File: src/rtl/slv_reg_bank_pkg.sv
// ---------------------------------------------------------------------------
// slv_reg_bank_pkg
//   Shared types and constants for the slave register bank.
//   - state_e    : request FSM states (IDLE / WAIT / RESP)
//   - ADDR_W     : register index width
//   - DATA_W     : register data width
//   - CNT_W      : wait counter / transaction counter width
//   - WPROT_ADDR : index that becomes read-only when SLV_REG_BANK_WPROT_EN
//                  is defined
//   - wait_load(): value loaded into the wait counter for a given
//                  WAIT_CYCLES setting
// ---------------------------------------------------------------------------
package slv_reg_bank_pkg;

  localparam int ADDR_W = 4;
  localparam int DATA_W = 4;
  localparam int CNT_W  = 4;
  localparam int NREGS  = 2 ** ADDR_W;

  localparam logic [ADDR_W-1:0] WPROT_ADDR = 4'hF;

  typedef enum logic [1:0] {
    IDLE = 2'd0,
    WAIT = 2'd1,
    RESP = 2'd2
  } state_e;

  // The FSM spends WAIT_CYCLES cycles in WAIT, the last one with the
  // counter at zero, so the counter starts at WAIT_CYCLES-1.
  function automatic logic [CNT_W-1:0] wait_load(input int unsigned wc);
    return (wc == 0) ? '0 : CNT_W'(wc - 1);
  endfunction

endpackage

File: src/rtl/slv_wait_cnt.sv
// ---------------------------------------------------------------------------
// slv_wait_cnt
//   Loadable down-counter that times the WAIT phase of a request.
//   Loading arms it for WAIT_CYCLES wait states; zero_o flags the final one.
//
//   Parameters:
//     WAIT_CYCLES : number of wait states to time (0..15)
//   Ports:
//     clk_i   in  clock
//     rst_ni  in  asynchronous active-low reset (counter -> 0)
//     load_i  in  arm the counter for a new request
//     dec_i   in  count down by one (holds at zero)
//     zero_o  out counter is zero
// ---------------------------------------------------------------------------
module slv_wait_cnt
  import slv_reg_bank_pkg::*;
#(
  parameter int unsigned WAIT_CYCLES = 2
) (
  input  logic clk_i,
  input  logic rst_ni,
  input  logic load_i,
  input  logic dec_i,
  output logic zero_o
);

  localparam logic [CNT_W-1:0] LOAD_VAL = wait_load(WAIT_CYCLES);

  logic [CNT_W-1:0] cnt_q, cnt_d;

  always_comb begin
    cnt_d = cnt_q;
    if (load_i)
      cnt_d = LOAD_VAL;
    else if (dec_i && (cnt_q != '0))
      cnt_d = cnt_q - 1'b1;
  end

  always_ff @(posedge clk_i or negedge rst_ni) begin
    if (!rst_ni) cnt_q <= '0;
    else         cnt_q <= cnt_d;
  end

  assign zero_o = (cnt_q == '0);

endmodule

File: src/rtl/slv_reg_bank.sv
// ---------------------------------------------------------------------------
// slv_reg_bank
//   16 x 4-bit register bank behind a valid/ready slave port with a fixed
//   number of wait states. A request is captured in IDLE, waits WAIT_CYCLES
//   cycles, then completes with a one-cycle slv_ready strobe in RESP.
//
//   Parameters:
//     WAIT_CYCLES : wait states between capture and response (0..15)
//   Configuration macro:
//     SLV_REG_BANK_WPROT_EN : register 4'hF is read-only and reads back the
//                             transaction counter
//   Ports:
//     clock      in   clock, rising edge
//     reset_n    in   asynchronous active-low reset
//     slv_valid  in   request valid (held until slv_ready)
//     slv_write  in   1 = write, 0 = read
//     slv_addr   in   register index
//     slv_wdata  in   write data
//     slv_rdata  out  read data / write echo, zero outside RESP
//     slv_ready  out  one-cycle completion strobe
//     bus_out    out  {busy, txn_cnt[3:0]}
// ---------------------------------------------------------------------------
module slv_reg_bank
  import slv_reg_bank_pkg::*;
#(
  parameter int unsigned WAIT_CYCLES = 2
) (
  input  logic              clock,
  input  logic              reset_n,
  input  logic              slv_valid,
  input  logic              slv_write,
  input  logic [ADDR_W-1:0] slv_addr,
  input  logic [DATA_W-1:0] slv_wdata,
  output logic [DATA_W-1:0] slv_rdata,
  output logic              slv_ready,
  output logic [CNT_W:0]    bus_out
);

  localparam bit NO_WAIT = (WAIT_CYCLES == 0);

  state_e                         state_q;
  logic                           write_q;
  logic [ADDR_W-1:0]              addr_q;
  logic [DATA_W-1:0]              wdata_q;
  logic [NREGS-1:0][DATA_W-1:0]   regs_q;
  logic [CNT_W-1:0]               txn_cnt_q;
  logic                           busy_q;
  logic                           ready_q;
  logic [DATA_W-1:0]              rdata_q;

  logic              accept;
  logic              wait_zero;
  logic              go_resp;
  logic              sel_write;
  logic [ADDR_W-1:0] sel_addr;
  logic [DATA_W-1:0] sel_wdata;
  logic [DATA_W-1:0] resp_data_d;
  logic              wr_allow;

  assign accept = (state_q == IDLE) && slv_valid;

  slv_wait_cnt #(
    .WAIT_CYCLES (WAIT_CYCLES)
  ) u_wait_cnt (
    .clk_i  (clock),
    .rst_ni (reset_n),
    .load_i (accept),
    .dec_i  (state_q == WAIT),
    .zero_o (wait_zero)
  );

  // With no wait states the response is computed in the capture cycle,
  // so the response mux looks at the live inputs while in IDLE.
  assign go_resp = (accept && NO_WAIT) || ((state_q == WAIT) && wait_zero);

  always_comb begin
    if (state_q == IDLE) begin
      sel_write = slv_write;
      sel_addr  = slv_addr;
      sel_wdata = slv_wdata;
    end else begin
      sel_write = write_q;
      sel_addr  = addr_q;
      sel_wdata = wdata_q;
    end
  end

  // Storage only changes at the end of RESP, so sampling it on the way into
  // RESP gives the value from before that response's own write.
  always_comb begin
    resp_data_d = regs_q[sel_addr];
    if (sel_write)
      resp_data_d = sel_wdata;
`ifdef SLV_REG_BANK_WPROT_EN
    else if (sel_addr == WPROT_ADDR)
      resp_data_d = txn_cnt_q;
`endif
  end

  always_comb begin
    wr_allow = write_q;
`ifdef SLV_REG_BANK_WPROT_EN
    if (addr_q == WPROT_ADDR) wr_allow = 1'b0;
`endif
  end

  always_ff @(posedge clock or negedge reset_n) begin
    if (!reset_n) begin
      state_q   <= IDLE;
      write_q   <= 1'b0;
      addr_q    <= '0;
      wdata_q   <= '0;
      regs_q    <= '0;
      txn_cnt_q <= '0;
      busy_q    <= 1'b0;
      ready_q   <= 1'b0;
      rdata_q   <= '0;
    end else begin
      ready_q <= 1'b0;
      rdata_q <= '0;
      if (go_resp) begin
        ready_q <= 1'b1;
        rdata_q <= resp_data_d;
      end
      case (state_q)
        IDLE: begin
          if (slv_valid) begin
            write_q <= slv_write;
            addr_q  <= slv_addr;
            wdata_q <= slv_wdata;
            busy_q  <= 1'b1;
            state_q <= NO_WAIT ? RESP : WAIT;
          end
        end
        WAIT: begin
          if (wait_zero) state_q <= RESP;
        end
        RESP: begin
          if (wr_allow) regs_q[addr_q] <= wdata_q;
          txn_cnt_q <= txn_cnt_q + 1'b1;
          busy_q    <= 1'b0;
          state_q   <= IDLE;
        end
        default: begin
          busy_q  <= 1'b0;
          state_q <= IDLE;
        end
      endcase
    end
  end

  assign slv_ready = ready_q;
  assign slv_rdata = rdata_q;
  assign bus_out   = {busy_q, txn_cnt_q};

endmodule

File: config.mk
export PLATFORM = sky130hd
export DESIGN_NAME = slv_reg_bank
export DESIGN_NICKNAME = d
export VERILOG_FILES = /design/src/rtl/slv_reg_bank_pkg.sv /design/src/rtl/slv_wait_cnt.sv /design/src/rtl/slv_reg_bank.sv
export SDC_FILE = /design/constraint.sdc
export NUM_CORES = 1
export LEC_CHECK = 0
export CAP_MARGIN = 20
export CORE_MARGIN = 2
export CORE_UTILIZATION = 65
export CTS_BUF_LIST = sky130_fd_sc_hd__clkbuf_4
export DETAILED_ROUTE_END_ITERATION = 16
export PLACE_DENSITY = 0.86
export SYNTH_ARGS = -nofsm -noshare
export SYNTH_HDL_FRONTEND = slang
export SYNTH_SLANG_ARGS = --single-unit
File: constraint.sdc
create_clock -name clock -period 3.22 [get_ports clock]
set_input_delay 0.644 -clock clock [delete_from_list [all_inputs] [get_ports clock]]
set_output_delay 0.644 -clock clock [all_outputs]
set_load 0.05 [all_outputs]
==> flow_metrics.tcl <==
set metrics [dict create \
    tritoncts_sinks 89 \
    antenna_violating_nets_post_route 0 \
    grt_first_pass_wirelength_um 13600 \
    clock_insertion_delay_worst_skew_ns 0.44 \
    worst_hold_path_type "input port to asynchronous set/reset pin" \
    insertedDiodeCount 0 \
    r2r_cells 7 \
    syn_to_final_growth_pct 10.1 \
    report.final.setup_viol 0 \
    die_area_mm2 0.00697 \
    crit_path_end "slv_rdata[3]" \
    cts.htree.levels 3 \
    fin_worst_skew_ns 0.0166 \
    crit_slowest_cell "sky130_fd_sc_hd__mux2i_4" \
    maxCapViolCount 0 \
    wirelength_um 8310 \
    timing_worst_slew_pin_value_ns 0.737 \
    rr_startpoint "state_q[0]" \
    rows 28 \
    via_count_of_the_first_global_routing_pass 2649 \
    grt_antenna_before_repair 0 \
    die-width_um 83.5 \
    outcome "finished clean" \
    detailroute.via_count 2609 \
    globalplace.congestion 0.870 \
    instances_no_fill 419 \
    drt-pass1-iter-count 4 \
    starting_density_of_the_core_pct 68.1 \
    numPortBuffers 21 \
    clock.fmax_ghz 0.408 \
    drtIter0Drc 168 \
    vdd.ir_drop.worst_v 0.000586 \
    cts_inserted_buffers 9 \
    yosys_warnings 0 \
    floorplan.core_area_mm2 0.00603 \
    worst_setup_path_startpoint "state_q[0]" \
    i_o_pin_cnt 22 \
    clock_tree_from_tritoncts "done" \
    clock_tree.root_cell "sky130_fd_sc_hd__clkbuf_4" \
    power.total_mw 3.64 \
    syn_std_cell_area_mm2 0.00410 \
    worstPathCellList "nor2_2, mux2i_4, buf_4, mux2i_1, o31ai_1, a221oi_1, a21oi_1" \
    finalWorstPathRequiredPeriod_ns 2.45 \
    design.final.nets 353 \
    report.final.hold_viol_count 0 \
    worstPathArrival_ns 2.78 \
    final_layout_size_suffix_gt1_share_pct 30.2 \
    grt_setup_unrepaired "no" \
    post-cts-setup-buffers 0 \
    postCtsResizedCells 0 \
    drc_errors 0 \
    cts_buffer_depth 2 \
    fill_cells 407 \
    crit_path_start_kind "flip-flop" \
    seq_area_mm2 0.00223 \
    r2r_end "slv_rdata[3]" \
    yosysSeqAreaShare_pct 54.3 \
    hpwlAfterDp_um 5750 \
    ff2ff_setup_slack_ns 0.77 \
    timing.final.max_slew_violations 0 \
    synthCells 316 \
    power_density_over_the_cells_mw_per_mm2 806 \
    worst_path_largest_cell_delay_ns 0.63 \
    post_synth.cell_area_avg_um2 13.0 \
    holdWs_ns 0.0265 \
    critical_path_required_ns 3.55 \
    ys_types 39 \
    number_of_nets_in_the_synthesized_netlist 330 \
    detail_route.wl_per_cell_um 19.8 \
    worstPathMaxFanout 15 \
    postCtsHoldBufs 0 \
    p_leak_nw 2.13 \
    die_height_um 83.5 \
    flop_and_latch_count_out_of_synthesis 89 \
    utilization_pct 75.0 \
    kind_of_end_point_of_the_critical_path "flip-flop" \
    clk_pin_slew_worst_paths_ns 0.14 \
    setup.worst_path.class "flip-flop to flip-flop" \
    dpl.cell_count 402 \
    grt_start_max_net_pins 90 \
    grt_remaining_overflow 0 \
    grt_use_total_pct 25.5 \
    tns_ns 0 \
    avgViaCountPerCell 6.23 \
    max_slew_margin_pct 49.4 \
    multi_input_comb_area_mm2 0.00180 \
    final_min_period_over_clock_period_pct 76.2 \
]
==> registers in the layout, summed over array words and instances, names as in the netlist <==
signal,flops
addr_q,4
busy_q,1
regs_q,64
slv_rdata,4
slv_ready,1
state_q,2
txn_cnt_q,4
u_wait_cnt.cnt_q,4
wdata_q,4
wr_allow,1
==> metal layers <==
layer | global-route usage, % | share of wire [%] | vias up
li1 | - | - | 1195
met1 | 35.4 | 44 | 1325
met2 | 39.4 | 49 | 74
met3 | 6.73 | 4.8 | 15
met4 | 9.24 | 2.1 | 0
met5 | 0 | 0 | -
==> power by group <==
| part | switching [mW] | total [mW] | leakage, nW | internal [mW] |
|---|---|---|---|---|
| clock network | 0.372 | 0.533 | 0.0535 | 0.161 |
| registers | 0.375 | 1.75 | 1.20 | 1.38 |
| logic | 0.738 | 1.35 | 0.876 | 0.616 |
| total | 1.48 | 3.64 | 2.13 | 2.15 |
==> kinds of logic after synthesis <==
group	count (synthesis)	share of synthesized area, %
AO/OA/AOI/OAI	36	5.49
XOR/XNOR	5	1.07
adder cells (fa/ha/maj)	2	0.610
buffers and inverters	19	2.23
flip-flops	89	54.3
multiplexers	106	29.2
AND/OR/NAND/NOR	59	7.16
==> layout by cell type, fill, tap and decap left out, drive strengths merged, types with 2 or more instances in the layout <==
master / n
mux2: 76
nor2: 17
buf: 7
o22ai: 7
inv: 4
clkdlybuf4s50: 20
nand2b: 4
clkinv: 3
nor3: 8
clkinvlp: 3
o21ai: 7
ha: 2
nand3: 3
mux2i: 27
xor2: 3
mux4: 3
nor3b: 2
o211ai: 2
xnor2: 2
a21oi: 9
o31ai: 3
a31oi: 2
a221oi: 3
clkbuf: 10
dfrtp: 89
nand2: 15
nor2b: 3
==> critical path, delay by kind of cell, from the launching register on <==
| family | cells | cell delay, ns |
|---|---|---|
| multiplexers | 2 | 0.84 |
| AO/OA/AOI/OAI | 3 | 0.51 |
| flip-flops | 1 | 0.45 |
| buffers and inverters | 1 | 0.31 |
| AND/OR/NAND/NOR | 1 | 0.23 |
==> Yosys cell counts, drive strengths merged <==
cell type / number / area share [%]
dfrtp: 89 / 54
mux2: 76 / 21
mux2i: 27 / 6.6
nor2: 17 / 1.6
nand2: 15 / 1.4
a21oi: 9 / 1.1
clkbuf: 8 / 0.73
nor3: 8 / 1.1
buf: 7 / 1.1
o21ai: 7 / 0.85
o22ai: 7 / 1.1
inv: 4 / 0.37
nand2b: 4 / 0.61
a221oi: 3 / 0.64
mux4: 3 / 1.6
nand3: 3 / 0.37
nor2b: 3 / 0.46
o31ai: 3 / 0.55
xor2: 3 / 0.64
a31oi: 2 / 0.30
ha: 2 / 0.61
nor3b: 2 / 0.37
o211ai: 2 / 0.37
xnor2: 2 / 0.43
a211oi: 1 / 0.18
and2: 1 / 0.15
and4: 1 / 0.21
nand4: 1 / 0.15
nand4b: 1 / 0.21
o2bb2ai: 1 / 0.21
o41ai: 1 / 0.21
or3: 1 / 0.15
or3b: 1 / 0.21
or4: 1 / 0.18
==> per-stage QoR <==
stage	setup slack [ns]	instance area, um2
after global routing	0.623	4520
final	0.768	4520
after CTS	0.791	4490
after detailed placement	0.437	4380
after floorplan	1.29	4100
after global placement	0.456	4380
==> cell type report <==
type,count,share of cell area (%)
clock buffers,10,1.66
flip-flops and latches,89,49.3
repair buffers,27,6.04
inverters,4,0.332
clock inverters,6,0.776
multi-input cells,208,39.8
well taps,75,2.08
==> worst min-delay path by stage <==
stage | endpoint | slack [ns] | cells past startpoint
6_report | u_wait_cnt.cnt_q[2] | 0.03 | 1
5_1_grt | u_wait_cnt.cnt_q[2] | 0.01 | 1
4_1_cts | u_wait_cnt.cnt_q[2] | 0.43 | 1
3_5_place_dp | txn_cnt_q[3] | 0.48 | 1
3_3_place_gp | txn_cnt_q[3] | 0.46 | 1
2_1_floorplan | addr_q[0] | 0.35 | 0
No activity file was read; power rests on OpenSTA's default activity.
